[config.mk]
export PLATFORM = sky130hd
export DESIGN_NAME = dbg_fetch_trace
export DESIGN_NICKNAME = d
export VERILOG_FILES = /design/src/rtl/dbg_pkg.sv /design/src/rtl/dbg_trace_ring.sv /design/src/rtl/dbg_fetch_trace.sv
export SDC_FILE = /design/constraint.sdc
export NUM_CORES = 2
export LEC_CHECK = 0
export ABC_AREA = 0
export CORE_MARGIN = 1
export CORE_UTILIZATION = 50
export CTS_CLUSTER_SIZE = 16
export DETAILED_ROUTE_END_ITERATION = 7
export MAX_ROUTING_LAYER = met4
export PLACE_DENSITY = 0.68
export SYNTH_ARGS = -nofsm -noshare
export SYNTH_HDL_FRONTEND = slang
export SYNTH_SLANG_ARGS = --single-unit
[constraint.sdc]
create_clock -name clk -period 6.6 [get_ports clk]
set_input_delay 0.66 -clock clk [delete_from_list [all_inputs] [get_ports clk]]
set_output_delay 0.66 -clock clk [all_outputs]
set_load 0.005 [all_outputs]
[src/rtl/dbg_pkg.sv]
// ============================================================================
// Module : dbg_pkg
// Brief  : Shared types for the fetch-trace debug blocks.
// Rev    : 1.0  initial release
// ============================================================================
`default_nettype none

package dbg_pkg;

  localparam int PC_W_DEF   = 64;
  localparam int INST_W_DEF = 32;

  typedef enum logic [1:0] {
    CAPTURE = 2'd0,
    FROZEN  = 2'd1,
    DUMP    = 2'd2
  } dbg_state_e;

  typedef struct packed {
    logic [PC_W_DEF-1:0]   pc;
    logic [INST_W_DEF-1:0] inst;
  } fetch_rec_t;

endpackage

`default_nettype wire

[src/rtl/dbg_trace_ring.sv]
// ============================================================================
// Module : dbg_trace_ring
// Brief  : DEPTH x REC_W register-file ring with write pointer, saturating
//          occupancy, clear and an asynchronous read port.
// Rev    : 1.0  initial release
// ============================================================================
`default_nettype none

module dbg_trace_ring #(
  parameter int DEPTH = 16,
  parameter int REC_W = 96,
  localparam int AW   = $clog2(DEPTH)
) (
  input  logic             clk,
  input  logic             rst_n,
  input  logic             wr_en,
  input  logic [REC_W-1:0] wr_data,
  input  logic             clear,
  input  logic [AW-1:0]    rd_addr,
  output logic [REC_W-1:0] rd_data,
  output logic [AW-1:0]    wptr,
  output logic [AW:0]      occupancy
);

  localparam logic [AW:0] c_full = (AW+1)'(DEPTH);

  logic [REC_W-1:0] r_mem [DEPTH];
  logic [AW-1:0]    r_wptr;
  logic [AW:0]      r_occ;

  // Storage needs no reset; occupancy alone defines which entries are live.
  always_ff @(posedge clk) begin
    if (wr_en) begin
      r_mem[r_wptr] <= wr_data;
    end
  end

  always_ff @(posedge clk or negedge rst_n) begin
    if (!rst_n) begin
      r_wptr <= '0;
      r_occ  <= '0;
    end else begin
      if (wr_en) begin
        r_wptr <= r_wptr + AW'(1);
      end
      if (clear) begin
        r_occ <= '0;
      end else if (wr_en && (r_occ != c_full)) begin
        r_occ <= r_occ + (AW+1)'(1);
      end
    end
  end

  assign rd_data   = r_mem[rd_addr];
  assign wptr      = r_wptr;
  assign occupancy = r_occ;

endmodule

`default_nettype wire

[src/rtl/dbg_fetch_trace.sv]
// ============================================================================
// Module : dbg_fetch_trace
// Brief  : Fetch-stage tracer: PC-filtered capture ring, fetch counter, stall
//          alarm and oldest-first replay over a valid/ready dump port.
//          Define DBG_FETCH_TRACE_DISPLAY_EN for simulation trace printing.
// Rev    : 1.0  initial release
// ============================================================================
`default_nettype none

module dbg_fetch_trace #(
  parameter int PC_W        = 64,
  parameter int INST_W      = 32,
  parameter int DEPTH       = 16,
  parameter int CNT_W       = 32,
  parameter int STALL_LIMIT = 1024
) (
  input  logic                   clk,
  input  logic                   rst_n,
  input  logic                   fetch_valid,
  input  logic [PC_W-1:0]        fetch_pc,
  input  logic [INST_W-1:0]      fetch_inst,
  input  logic [PC_W-1:0]        filter_lo,
  input  logic [PC_W-1:0]        filter_hi,
  input  logic                   freeze,
  input  logic                   dump_req,
  output logic                   dump_valid,
  output logic [PC_W-1:0]        dump_pc,
  output logic [INST_W-1:0]      dump_inst,
  output logic                   dump_last,
  input  logic                   dump_ready,
  output logic [$clog2(DEPTH):0] occupancy,
  output logic [CNT_W-1:0]       fetch_count,
  output logic                   stall_alarm
);

  import dbg_pkg::*;

  localparam int AW    = $clog2(DEPTH);
  localparam int OW    = AW + 1;
  localparam int REC_W = PC_W + INST_W;
  localparam int SW    = $clog2(STALL_LIMIT + 1);
  localparam logic [SW-1:0] c_stall_limit = SW'(STALL_LIMIT);

  dbg_state_e r_state, w_state_next;

  logic              w_hit, w_wr_en, w_clear, w_enter, w_handshake, w_advance;
  logic [AW-1:0]     w_wptr, w_start, w_rd_addr, r_rptr;
  logic [OW-1:0]     w_occ, r_beat;
  logic [REC_W-1:0]  w_rd_data;
  logic [PC_W-1:0]   w_rd_pc, r_dump_pc;
  logic [INST_W-1:0] w_rd_inst, r_dump_inst;
  logic              r_dump_last;
  logic [CNT_W-1:0]  r_fetch_count;
  logic [SW-1:0]     r_stall_cnt, w_stall_next;
  logic              r_alarm, w_alarm_next;

  // An inverted window (lo > hi) can never satisfy both bounds.
  assign w_hit       = fetch_valid && (fetch_pc >= filter_lo) && (fetch_pc <= filter_hi);
  assign w_wr_en     = w_hit && (r_state == CAPTURE);
  assign w_handshake = (r_state == DUMP) && dump_ready;
  assign w_clear     = w_handshake && r_dump_last;
  assign w_advance   = w_handshake && !r_dump_last;
  assign w_enter     = (r_state == FROZEN) && freeze && dump_req && (w_occ != '0);
  assign w_start     = w_wptr - w_occ[AW-1:0];
  assign w_rd_addr   = (r_state == DUMP) ? (r_rptr + AW'(1)) : w_start;
  assign {w_rd_pc, w_rd_inst} = w_rd_data;

  dbg_trace_ring #(
    .DEPTH (DEPTH),
    .REC_W (REC_W)
  ) u_ring (
    .clk       (clk),
    .rst_n     (rst_n),
    .wr_en     (w_wr_en),
    .wr_data   ({fetch_pc, fetch_inst}),
    .clear     (w_clear),
    .rd_addr   (w_rd_addr),
    .rd_data   (w_rd_data),
    .wptr      (w_wptr),
    .occupancy (w_occ)
  );

  always_comb begin
    w_state_next = r_state;
    unique case (r_state)
      CAPTURE: if (freeze) w_state_next = FROZEN;
      FROZEN: begin
        if (!freeze)     w_state_next = CAPTURE;
        else if (w_enter) w_state_next = DUMP;
      end
      DUMP:    if (w_clear) w_state_next = FROZEN;
      default: w_state_next = CAPTURE;
    endcase
  end

  always_ff @(posedge clk or negedge rst_n) begin
    if (!rst_n) r_state <= CAPTURE;
    else        r_state <= w_state_next;
  end

  // Replay data is prefetched one beat ahead so it is registered at the port.
  always_ff @(posedge clk or negedge rst_n) begin
    if (!rst_n) begin
      r_rptr      <= '0;
      r_beat      <= '0;
      r_dump_pc   <= '0;
      r_dump_inst <= '0;
      r_dump_last <= 1'b0;
    end else if (w_enter) begin
      r_rptr      <= w_start;
      r_beat      <= OW'(1);
      r_dump_pc   <= w_rd_pc;
      r_dump_inst <= w_rd_inst;
      r_dump_last <= (w_occ == OW'(1));
    end else if (w_advance) begin
      r_rptr      <= r_rptr + AW'(1);
      r_beat      <= r_beat + OW'(1);
      r_dump_pc   <= w_rd_pc;
      r_dump_inst <= w_rd_inst;
      r_dump_last <= ((r_beat + OW'(1)) == w_occ);
    end else if (w_clear) begin
      r_dump_last <= 1'b0;
    end
  end

  always_ff @(posedge clk or negedge rst_n) begin
    if (!rst_n) begin
      r_fetch_count <= '0;
    end else if (w_wr_en && (r_fetch_count != '1)) begin
      r_fetch_count <= r_fetch_count + CNT_W'(1);
    end
  end

  always_comb begin
    w_stall_next = r_stall_cnt;
    if (fetch_valid)                       w_stall_next = '0;
    else if (r_stall_cnt != c_stall_limit) w_stall_next = r_stall_cnt + SW'(1);
  end

  assign w_alarm_next = (w_stall_next == c_stall_limit);

  always_ff @(posedge clk or negedge rst_n) begin
    if (!rst_n) begin
      r_stall_cnt <= '0;
      r_alarm     <= 1'b0;
    end else begin
      r_stall_cnt <= w_stall_next;
      r_alarm     <= w_alarm_next;
    end
  end

  assign dump_valid  = (r_state == DUMP);
  assign dump_pc     = r_dump_pc;
  assign dump_inst   = r_dump_inst;
  assign dump_last   = r_dump_last;
  assign occupancy   = w_occ;
  assign fetch_count = r_fetch_count;
  assign stall_alarm = r_alarm;

`ifdef DBG_FETCH_TRACE_DISPLAY_EN
  // CHECK_ENV normally comes from isa.vh; print unconditionally without it.
`ifndef CHECK_ENV
`define CHECK_ENV(name) 1'b1
`endif
  always_ff @(posedge clk) begin
    if (rst_n && `CHECK_ENV("VERBOSE")) begin
      if (w_wr_en)
        $display("%0t Fetch: [%h] %h", $time, fetch_pc, fetch_inst);
      if (w_handshake)
        $display("%0t Dump[%0d]: [%h] %h", $time, r_beat - OW'(1), r_dump_pc, r_dump_inst);
      if (w_alarm_next && !r_alarm)
        $display("%0t Fetch stall", $time);
    end
  end
`endif

endmodule

`default_nettype wire

* Word-level counts from Yosys, hierarchy flattened
Memory sizes are Yosys's and may differ from the RTL's. Index checks and enable logic that the tools add are counted.
Word-level totals: register bits 161, memory bits (writable) 1536, input bits 230, output and inout bits 136, word-level logic and storage cells 73, memories 1
Memories:
- u_ring.r_mem | words 16, bits a word 96, read ports 1, clocked after Yosys merged registers in 0, write ports 1, line dbg_trace_ring.sv:27 | logic [REC_W-1:0] r_mem [DEPTH];
Cells by class: add/subtract/negate cells 7, $lt $le $gt $ge 2, equal/unequal tests 11, mux-type cells 23, reduce and logical (&&, ||, !) cells 18
Operators with widths (count):
- 64-bit 2-to-1 mux | 2
- 64-bit >= comparator | 1
- 64-bit <= comparator | 1
- 32-bit 2-to-1 mux | 2
- 32-bit by 1-bit adder with 32-bit output, second input constant | 1
- 32-bit != test, second input constant | 1
- 11-bit 2-to-1 mux | 2
- 5-bit 2-to-1 mux | 4
- 4-bit 2-to-1 mux | 3
- 11-bit by 1-bit adder with 11-bit output, second input constant | 1
- 11-bit == test, second input constant | 1
- 1-bit logical AND | 11
- 11-bit != test, second input constant | 1
- 5-bit by 1-bit adder with 5-bit output, second input constant | 2
- 4-bit by 1-bit adder with 4-bit output, second input constant | 2
- 2-bit 2-to-1 mux | 4
- 2-bit case mux with 3 select lines | 1
- 5-bit by 1-bit == test with 1-bit output, second input constant | 1
- 5-bit == test | 1
- 1-bit 2-to-1 mux | 5
- 5-bit != test, second input constant | 1
- 5-bit nonzero test | 1
- 2-bit nonzero test | 2
- 4-bit subtractor | 1
- other kinds (9) | 9

* Depth between registers and ports, before layout
depth in word-level cells 7, gate-level depth with buffers 13, depth with buffers taken out 11

* Hierarchy
A second synthesis with hierarchy kept.
Second synthesis, totals: cell total of the unflattened synthesis 3388, area, all modules 67790.0 µm²
By module, submodules not included:
- dbg_trace_ring | instances 1, cells an instance 2415, area an instance 57921.8 µm², seq. area each 46349.5 µm²
- dbg_fetch_trace | instances 1, cells an instance 973, area an instance 9868.2 µm², seq. area each 3803.6 µm²

* Worst setup path after synthesis
No wires, ideal clock.
kind input port to flip-flop, from input filter_hi[58], to memory u_ring.r_mem[0][0], enable pin, library setup time 0.465 ns, data arrival time 4.729 ns, setup slack 1.406 ns, cell stages on the path 11, path buffers 0, cell sequence inv_1 > ha_1 > nand2_1 > nor4_1 > nand4_1 > nor2_1 > and3_1 > a31oi_1 > a31oi_4 > nor3b_1 > and2_1
Between the ends: cells in the longest elaborated chain, start to end 5
Ends and longest elaborated chain:
- start, declared | line dbg_fetch_trace.sv:23 | input logic [PC_W-1:0] filter_hi,
- 64-bit <= comparator | line dbg_fetch_trace.sv:58 | assign w_hit = fetch_valid && (fetch_pc >= filter_lo) && (fetch_pc <= filter_hi);
- 1-bit logical AND | line dbg_fetch_trace.sv:58
- 1-bit logical AND | line dbg_fetch_trace.sv:59 | assign w_wr_en = w_hit && (r_state == CAPTURE);
- 1-bit 2-to-1 mux | line dbg_trace_ring.sv:33 | if (wr_en) begin
- 1-bit 2-to-1 mux (not written as such) | line dbg_trace_ring.sv:34 | r_mem[r_wptr] <= wr_data;
- end, declared | line dbg_trace_ring.sv:27
No other way between the ends.

* Worst setup path after layout
from input fetch_pc[60], to memory u_ring.r_mem[3][51], enable pin
Between the ends: cells in the longest elaborated chain, start to end 6, elaborated cells between the ends (all ways) 7, classes of those cells 2 x order compare; 2 x mux; 3 x reduce/logical
Ends and longest elaborated chain:
- start, declared | line dbg_fetch_trace.sv:20 | input logic [PC_W-1:0] fetch_pc,
- 64-bit >= comparator | line dbg_fetch_trace.sv:58
- 1-bit logical AND | line dbg_fetch_trace.sv:58
- 1-bit logical AND * | line dbg_fetch_trace.sv:58
- 1-bit logical AND * | line dbg_fetch_trace.sv:59
- 1-bit 2-to-1 mux * | line dbg_trace_ring.sv:33
- 1-bit 2-to-1 mux (not written as such) * | line dbg_trace_ring.sv:34
Every way passes the cells marked *; elsewhere a longest branch is shown, timed or not.

==> flow_metrics.env <==
export IMPL_synth_net_count=3933
export IMPL_worst_ir_drop_vdd_uv=1080
export IMPL_layout_commonest_cell="edfxtp_1"
export IMPL_hold_ws_ps=482
export IMPL_startpoint_type="primary input"
export IMPL_synth_top_area_share_pct=67.4
export IMPL_grt_ovfl_total=0
export IMPL_finalCritPeriodShare_pct=76.1
export IMPL_critPathTopFamily="simple AND/OR/NAND/NOR gates"
export IMPL_layout_common_cells="edfxtp_1, mux4_2, clkdlybuf4s50_1"
export IMPL_antenna_found_initial=7
export IMPL_crit_type="primary input to flip-flop"
export IMPL_final_util_pct=59.3
export IMPL_async_reset_ff_share_pct=9.49
export IMPL_drive_gt1_share_pct=20.5
export IMPL_drv_cap=0
export IMPL_synth_area_leader_cell="edfxtp_1"
export IMPL_numPortBuffers=365
export IMPL_grt_pass1_vias=35800
export IMPL_path_buf_inv=2
export IMPL_slew_viol_final=0
export IMPL_nFillCells=9789
export IMPL_grt_max_degree=123
export IMPL_post_drt_wl_per_cell_um=27.4
export IMPL_via_count=35000
export IMPL_final_nets=4420
export IMPL_slew_headroom_pct=10.3
export IMPL_worstPathRequired_ps=7070
export IMPL_path_max_fanout=27
export IMPL_cts_sinks=1697
export IMPL_synth_seq_cells=1697
export IMPL_p_leak_nw=27.7
export IMPL_start_util_pct=50.4
export IMPL_synth_top_flop_cell="edfxtp_1"
export IMPL_yosysUniqueCellTypes=57
export IMPL_rows=135
export IMPL_firstDrtPassIters=5
export IMPL_crit_arrival_ps=5490
export IMPL_syn_avg_cell_area_um2=19.2
export IMPL_clockBufferDepth=3
export IMPL_dr_first_iter_drc_count=3296
export IMPL_hpwl_mm=101
export IMPL_fp_dieH_um=372
export IMPL_clk_latency_ps=800
export IMPL_finalWirelength_mm=164
export IMPL_worst_pin_slew_ps=1340
export IMPL_clk_pin_slew_ps=60
export IMPL_htree_num_levels=4
export IMPL_critPathMaxStageDelay_ps=950
export IMPL_synth_warnings=0
export IMPL_synth_edf_count=1536
export IMPL_hold_viol_final=0
export IMPL_fin_skew_ps=35.6
export IMPL_min_path_type="flip-flop to flip-flop"
export IMPL_tns_ps=0
export IMPL_core_area_um2=136000
export IMPL_io_pins=366
export IMPL_die_area_um2=138000
export IMPL_power_density_nw_per_um2=508
export IMPL_grt_pass1_wl_mm=239
export IMPL_syn_to_final_growth_pct=17.5
export IMPL_cts_root_buffer="clkbuf_16"
export IMPL_drc=0
export IMPL_rsz0062_at_grt="false"
export IMPL_period_needed_ps=5020
export IMPL_syn_inst=3559
export IMPL_end_kind="flip-flop"
export IMPL_finalSetupViolCount=0
export IMPL_yosysSeqAreaShare_pct=73.3
export IMPL_fmax_mhz=199
export IMPL_routed_via_density=5.87
export IMPL_cp_slowest_cell="nor4_2"
export IMPL_path_cells="clkdlybuf4s50_1 > ha_1 > nand2_1 > nor4_2 > nand4_1 > nor2_1 > and3_1 > a31oi_1 > a31oi_4 > nor3b_1 > and2_4 > buf_12"
export IMPL_cts_buffers=169
export IMPL_die_w_um=372
export IMPL_gp_congestion=0.831
export IMPL_status="finished, final reports clean"
export IMPL_grtUsageTotal_pct=24.8
export IMPL_synth_area_top_cells="edfxtp_1, mux4_2, dfrtp_1, ha_1, mux2_2"
export IMPL_cts_tree="yes"
export IMPL_ant_nets=0
export IMPL_syn_cell_area_um2=68400
[registers in the layout, summed over array words and instances (netlist names)]
| signal | cells |
|---|---|
| r_rptr | 4 |
| fetch_count | 32 |
| dump_pc | 64 |
| dump_inst | 32 |
| r_beat | 5 |
| u_ring.occupancy | 5 |
| u_ring.wptr | 4 |
| r_stall_cnt | 11 |
| dump_last | 1 |
| stall_alarm | 1 |
| u_ring.r_mem | 1536 |
| r_state | 2 |
[worst paths after layout]
check	startpoint	cells past startpoint	end	slack [ps]
setup reg to reg	u_ring.wptr[0]	11	dump_pc[49]	2320
min in group asynchronous	rst_n	2	fetch_count[20]	490
max in group asynchronous	rst_n	3	dump_pc[33]	5090
hold / removal	dump_inst[3]	2	dump_inst[3]	480
hold reg to reg	dump_inst[3]	2	dump_inst[3]	480
setup / recovery	fetch_pc[60]	12	u_ring.r_mem[3][51]	1580
[worst register-to-register path, delay by kind of cell (launching register included)]
| kind | cells | cell delay, ps |
|---|---|---|
| mux | 3 | 1370 |
| buf+inv | 4 | 1170 |
| fa+ha+maj | 2 | 720 |
| compound gates | 2 | 450 |
| flops | 1 | 410 |
[synthesized netlist by cell type, types with 25 or more instances]
master and n:
nor2_1 30, buf_2 61, xnor2_1 45, a21oi_1 57, buf_4 25, nand2_1 260
dfrtp_1 161, clkbuf_1 49, nand4_1 42, mux4_2 384, mux2i_1 98, inv_1 141
mux2_2 100, nand3_1 39, edfxtp_1 1536, o21ai_0 30, o21ai_1 191, ha_1 143
[metrics by stage]
stage | cell area, um2 | std cells | total power [mW] | setup slack, ps
final | 80400 | 5970 | 40.8 | 1580
after global placement | 75000 | 5655 | 32.0 | 1030
after global routing | 80400 | 5965 | 42.8 | 1330
after CTS | 80300 | 5961 | 41.4 | 1650
after floorplan | 68400 | 3559 | 25.9 | 1410
after detailed placement | 75000 | 5655 | 32.1 | 844
[what timing repair did]
action                     CTS  global route
setup buffers                0             0
setup endpoints to repair    0             0
resized for setup            0             0
hold endpoints to repair    75             0
hold buffers                 1             0
[logic make-up after synthesis]
kind of cell    share of synthesized area [%]
compound gates                           2.60
xor+xnor                                0.768
fa+ha+maj                                2.64
buf+inv                                  1.91
flops                                    73.3
mux                                      15.8
simple gates                             3.02
[report_power, final]
part	internal (mW)	leakage [nW]	switching [mW]
clock network	5.31	2.62	3.97
registers	12.2	15.9	0.306
logic	8.86	9.16	10.2
total	26.4	27.7	14.4
[metal layers]
metal / part of all wire [%] / vias to the layer above / routed length, um / global-route usage [%]
met5: 0 / - / 0 / -
met1: 42 / 18200 / 68500 / 33.4
met2: 48 / 1395 / 79000 / 38.4
li1: - / 15200 / - / -
met4: 2.2 / 0 / 3640 / 6.49
met3: 7.7 / 221 / 12700 / 5.49
[cell type report]
cell class | count | area [um2] | share of cell area (%)
well taps | 1781 | 2230 | 2.77
diodes | 9 | 22.5 | 0.0280
multi-input cells | 1564 | 17100 | 21.2
inverters | 141 | 529 | 0.659
repair buffers | 473 | 5050 | 6.28
clock buffers | 220 | 4650 | 5.78
clock inverters | 85 | 686 | 0.853
flip-flops and latches | 1697 | 50200 | 62.4
Power figures use the tool's default switching activity.
